--- src/rtl/logic4_pkg.sv ---
// ----------------------------------------------------------------------------
// logic4_pkg
// Shared definitions for the 4-level (0/1/x/z) gate truth-table checker:
//   - 2-bit value encoding constants (L4_0, L4_1, L4_X, L4_Z)
//   - gate selector constants (OP_AND, OP_XOR, OP_BUFIF0, OP_NOTIF1)
//   - checker FSM state type
//   - small helper to classify a value as unknown (x or z)
// ----------------------------------------------------------------------------
package logic4_pkg;

  // Value encoding. Bit 1 set means the value is not a clean 0/1.
  localparam logic [1:0] L4_0 = 2'b00;
  localparam logic [1:0] L4_1 = 2'b01;
  localparam logic [1:0] L4_X = 2'b10;
  localparam logic [1:0] L4_Z = 2'b11;

  // Gate under test.
  localparam logic [1:0] OP_AND    = 2'b00;
  localparam logic [1:0] OP_XOR    = 2'b01;
  localparam logic [1:0] OP_BUFIF0 = 2'b10;
  localparam logic [1:0] OP_NOTIF1 = 2'b11;

  // A full table is 16 rows, indexed {a,b}.
  localparam logic [3:0] LAST_ROW = 4'd15;

  typedef enum logic [1:0] {
    IDLE = 2'b00,
    RUN  = 2'b01,
    DONE = 2'b10
  } state_e;

  // True for x and z: both behave as "unknown" when they reach a gate input.
  function automatic logic is_unknown(input logic [1:0] v);
    return v[1];
  endfunction

endpackage

--- src/rtl/logic4_eval.sv ---
// ----------------------------------------------------------------------------
// logic4_eval
// Purely combinational IEEE-1364 4-state evaluator for one gate.
//
// Ports:
//   op_i   in  2  gate select (OP_AND / OP_XOR / OP_BUFIF0 / OP_NOTIF1)
//   a_i    in  2  operand A, or data input for the tri-state gates
//   b_i    in  2  operand B, or control input for the tri-state gates
//   exp_o  out 2  expected gate output, same 0/1/x/z encoding
// ----------------------------------------------------------------------------
module logic4_eval
  import logic4_pkg::*;
(
  input  logic [1:0] op_i,
  input  logic [1:0] a_i,
  input  logic [1:0] b_i,
  output logic [1:0] exp_o
);

  always_comb begin
    // Every unresolved case below lands on x.
    exp_o = L4_X;
    case (op_i)
      OP_AND: begin
        // A controlling 0 on either side dominates unknowns.
        if ((a_i == L4_0) || (b_i == L4_0)) begin
          exp_o = L4_0;
        end else if ((a_i == L4_1) && (b_i == L4_1)) begin
          exp_o = L4_1;
        end
      end

      OP_XOR: begin
        if (!is_unknown(a_i) && !is_unknown(b_i)) begin
          exp_o = {1'b0, a_i[0] ^ b_i[0]};
        end
      end

      OP_BUFIF0: begin
        if (b_i == L4_1) begin
          exp_o = L4_Z;
        end else if (b_i == L4_0) begin
          // A floating data input is driven out as x, not passed through as z.
          exp_o = (a_i == L4_Z) ? L4_X : a_i;
        end
      end

      default: begin // OP_NOTIF1
        if (b_i == L4_0) begin
          exp_o = L4_Z;
        end else if (b_i == L4_1) begin
          exp_o = is_unknown(a_i) ? L4_X : {1'b0, ~a_i[0]};
        end
      end
    endcase
  end

endmodule

--- config.mk ---
export PLATFORM = sky130hd
export DESIGN_NAME = logic4_eval
export DESIGN_NICKNAME = d
export VERILOG_FILES = /design/src/rtl/logic4_pkg.sv /design/src/rtl/logic4_eval.sv
export SDC_FILE = /design/constraint.sdc
export NUM_CORES = 1
export LEC_CHECK = 0
export CORE_AREA = 2 2 39 41
export DETAILED_ROUTE_END_ITERATION = 10
export DIE_AREA = 0 0 41 43
export PLACE_DENSITY = 0.31
export SYNTH_ARGS = -nofsm -noshare
export SYNTH_HDL_FRONTEND = slang
export SYNTH_SLANG_ARGS = --single-unit
--- constraint.sdc ---
create_clock -name vclk -period 0.8
set_input_delay 0.12 -clock vclk [all_inputs]
set_output_delay 0.12 -clock vclk [all_outputs]
set_load 0.05 [all_outputs]
Word-level counts from Yosys, hierarchy flattened
Cells that the tools add are included.
- input port bits: 6
- output and inout port bits: 2
- register bits after elaboration: 0
- logic and storage cells: 25
- reduce and logical (&&, ||, !) cells: 8
- multiplexer cells: 10
- bitwise operators: 2
- equal/unequal tests: 5
- operator list (cell ; count):
    2-bit 2-to-1 mux ; 9
    2-bit by 1-bit equality test with 1-bit output (second input constant) ; 3
    2-bit zero test ; 3
    2-bit case mux with 3 select lines ; 1
    2-bit equality test (second input constant) ; 2
    1-bit logical AND ; 2
    1-bit zero test ; 2
    1-bit logical OR ; 1
    1-bit NOT ; 1
    1-bit XOR ; 1

Logic depth before layout (Yosys ltp)
- depth after elaboration: 5
- gate-level depth with buffers: 3
- depth with buffers taken out: 3

Least setup slack after synthesis
Ideal clock, no wire load.
- kind: input to output
- from: input port a_i[1]
- to: output port exp_o[0]
- stages on the path: 3
- setup slack: -0.535 ns
- arrival: 1.215 ns
- data required time: 0.680 ns
- path buffers: 0
- cell sequence: and4bb_2 > a31oi_1 > a21oi_1
- cells in the longest elaborated chain, start to end: 5
- elaborated cells between the ends (all ways): 17
- classes of those cells: eq/ne: 2; mux: 10; reduce/logical: 5
- RTL lines (element ; RTL line ; RTL):
    from (decl) ; logic4_eval.sv:15 ; input logic [1:0] a_i,
    2-bit equality test / 2-bit by 1-bit equality test with 1-bit output (equally long branches) ; logic4_eval.sv:44, logic4_eval.sv:28 ;
    2-bit 2-to-1 mux / 1-bit logical AND (equally long branches) ; logic4_eval.sv:44, logic4_eval.sv:28 ;
    2-bit 2-to-1 mux, on equally long branches ; logic4_eval.sv:42, logic4_eval.sv:28 ;
    2-bit 2-to-1 mux, on equally long branches ; logic4_eval.sv:40, logic4_eval.sv:26 ;
    2-bit case mux with 3 select lines * ; logic4_eval.sv:23 ; case (op_i)
    to (decl) ; logic4_eval.sv:17 ; output logic [1:0] exp_o
Mark *: on every way between the ends. The rest lies on a longest branch, timed or not.

Worst setup path after layout
- from: input port a_i[1]
- to: output port exp_o[1]
The elaborated chain is that of the path after synthesis.

==> run metrics <==
GP Congestion=0.636; Max-slew headroom=83.6%; Layout Nets=31; internal power=90.2 uW; sequential group share of total power=0%; fillers=147; Synth Cell Area=77.6 um^2; IO Count=8; met3 usage=0%; maximum VDD drop=0.224 mV; crit path max fanout=4; first-pass GRT wire length=565 um; Hold Path End=exp_o[0]; status=finished, violations left; grt ovf=0; Die Y=43 um; Switching Share=50.5%; layout cells sized above 1=82.6%; grt met1 use=6.96%; Initial Utilization=5.61%; average wire per standard cell=10.1 um; Seq cells=0; RSZ-0062 raised after global routing=true; net count after synthesis=18; max-cap viol count=0; Least-Margin Pin Slew=245 ps; WP data required=680 ps; Sw Pwr=92.2 uW; largest net degree at the start of global routing=6; Reg area=0 um^2; Global Route Usage Sum=4.20%; pwr dens=633 nW/um^2; worst hold path depth=5; Rows=14; Logic pwr share=100.0%; Die Span X=41 um; leading cell type in the layout, fill and taps excluded=buf_6; post-route antenna net violation count=0; core area=1380 um^2; part of the power in the clock network=0%; violated checks=negative setup slack; Post-Synthesis Cells=12; final hold violation count=0; final wirelength=392 um; fin crit share=130%; Crit path arrival time=920 ps; Pwr Total=182 uW; Finished Core Util=20.8%; initial drt markers=0; die area=1760 um^2; post-layout min period=1040 ps; P&R area growth vs syn=271%; count of cell types in the netlist=11; Synth Area per Inst=6.46 um^2; vias in the first global route=129; endpoint class of the critical path=output pin; Setup Crit Path Kind=in -> out; Ys Warns=0; met2 usage=6.25%; CLK BUF=0; Setup crit start kind=primary input; fin. max-slew vios=0; most frequent cells in the layout=buf_6, a21oi_4, buf_4; Setup violations, final=2; DRC viols=0; Seq/Total Area, Yosys=0%; most used routing layer=met1; Hold Crit Class=in -> out; Hold Crit Start=op_i[0]; initial antenna violation count=0; Max Fclk=965 MHz; Pleak=0.000107 uW; diode count=0; DR vias=140; DR pass1 iterations=1; setup TNS=-439 ps; post-DR vias/cell=3.59; final setup margin=-237 ps; cts hold-fix bufs=0; number of buffers added on ports=8
[final cells by class]
type / instances / area, um^2 / share of cell area [%]
timing repair buffer: 11 / 123 / 42.6
multi-input combinational: 11 / 141 / 49.1
tap: 16 / 20.0 / 6.96
inverter: 1 / 3.75 / 1.30
[cell usage after synthesis, drive strengths merged]
master  number  share of area [%]
and4bb       1                 16
inv          1                4.8
nand2        1                4.8
o21a         1                9.7
xor2         1                 11
nor4         1                8.1
a31oi        1                8.1
nor2b        1                8.1
a21oi        2                 13
a211oi       1                9.7
o21ai        1                6.4
[metal layers]
metal | vias up | part of all wire [%]
met5 | - | 0
met4 | 0 | 0
met3 | 0 | 10
met2 | 8 | 40
met1 | 62 | 49
li1 | 70 | -
[cell families after synthesis]
group,after synthesis,share of synthesized area [%]
xor gates and xnor gates,1,11.3
AOI/OAI and AO/OA,6,46.8
buffers and inverters,1,4.83
and+or+nand+nor,4,37.1
[power groups by stage]
stage	clock, uW	sequential (uW)	combinational (uW)
floorplan	0	0	72.9
global placement	0	0	155
detailed placement	0	0	155
CTS	0	0	168
global route	0	0	192
finish	0	0	182
[how the worst max path moves through the flow]
stage	depth (start not counted)	endpoint	slack [ps]	startpoint
global placement	5	exp_o[0]	-680	a_i[0]
CTS	6	exp_o[1]	-240	a_i[1]
detailed placement	5	exp_o[0]	-680	op_i[0]
global route	6	exp_o[1]	-260	a_i[1]
floorplan	3	exp_o[0]	-110	a_i[1]
finish	6	exp_o[1]	-240	a_i[1]
[per-stage QoR]
step / area [um^2] / setup slack, ps / hold WS [ps] / cells
final: 288 / -237 / 686 / 39
after global routing: 288 / -262 / 714 / 39
after CTS: 264 / -241 / 758 / 39
after detailed placement: 235 / -683 / 1070 / 39
after global placement: 235 / -685 / 1070 / 39
after floorplan: 105 / -106 / 292 / 12
[worst max-delay path, cell delays in order]
cell and delay [ps]:
buf_6 100, buf_6 120, o21a_1 110, a211oi_2 220, a21oi_4 90, buf_12 150
[timing repair]
| item | 4_1_cts | 5_1_grt |
|---|---|---|
| endpoints found under the setup margin | 2 | 2 |
| pin swaps | 7 | 4 |
| setup buffers | 0 | 0 |
| resized for setup | 29 | 6 |
(Power assumes the default switching activity.)
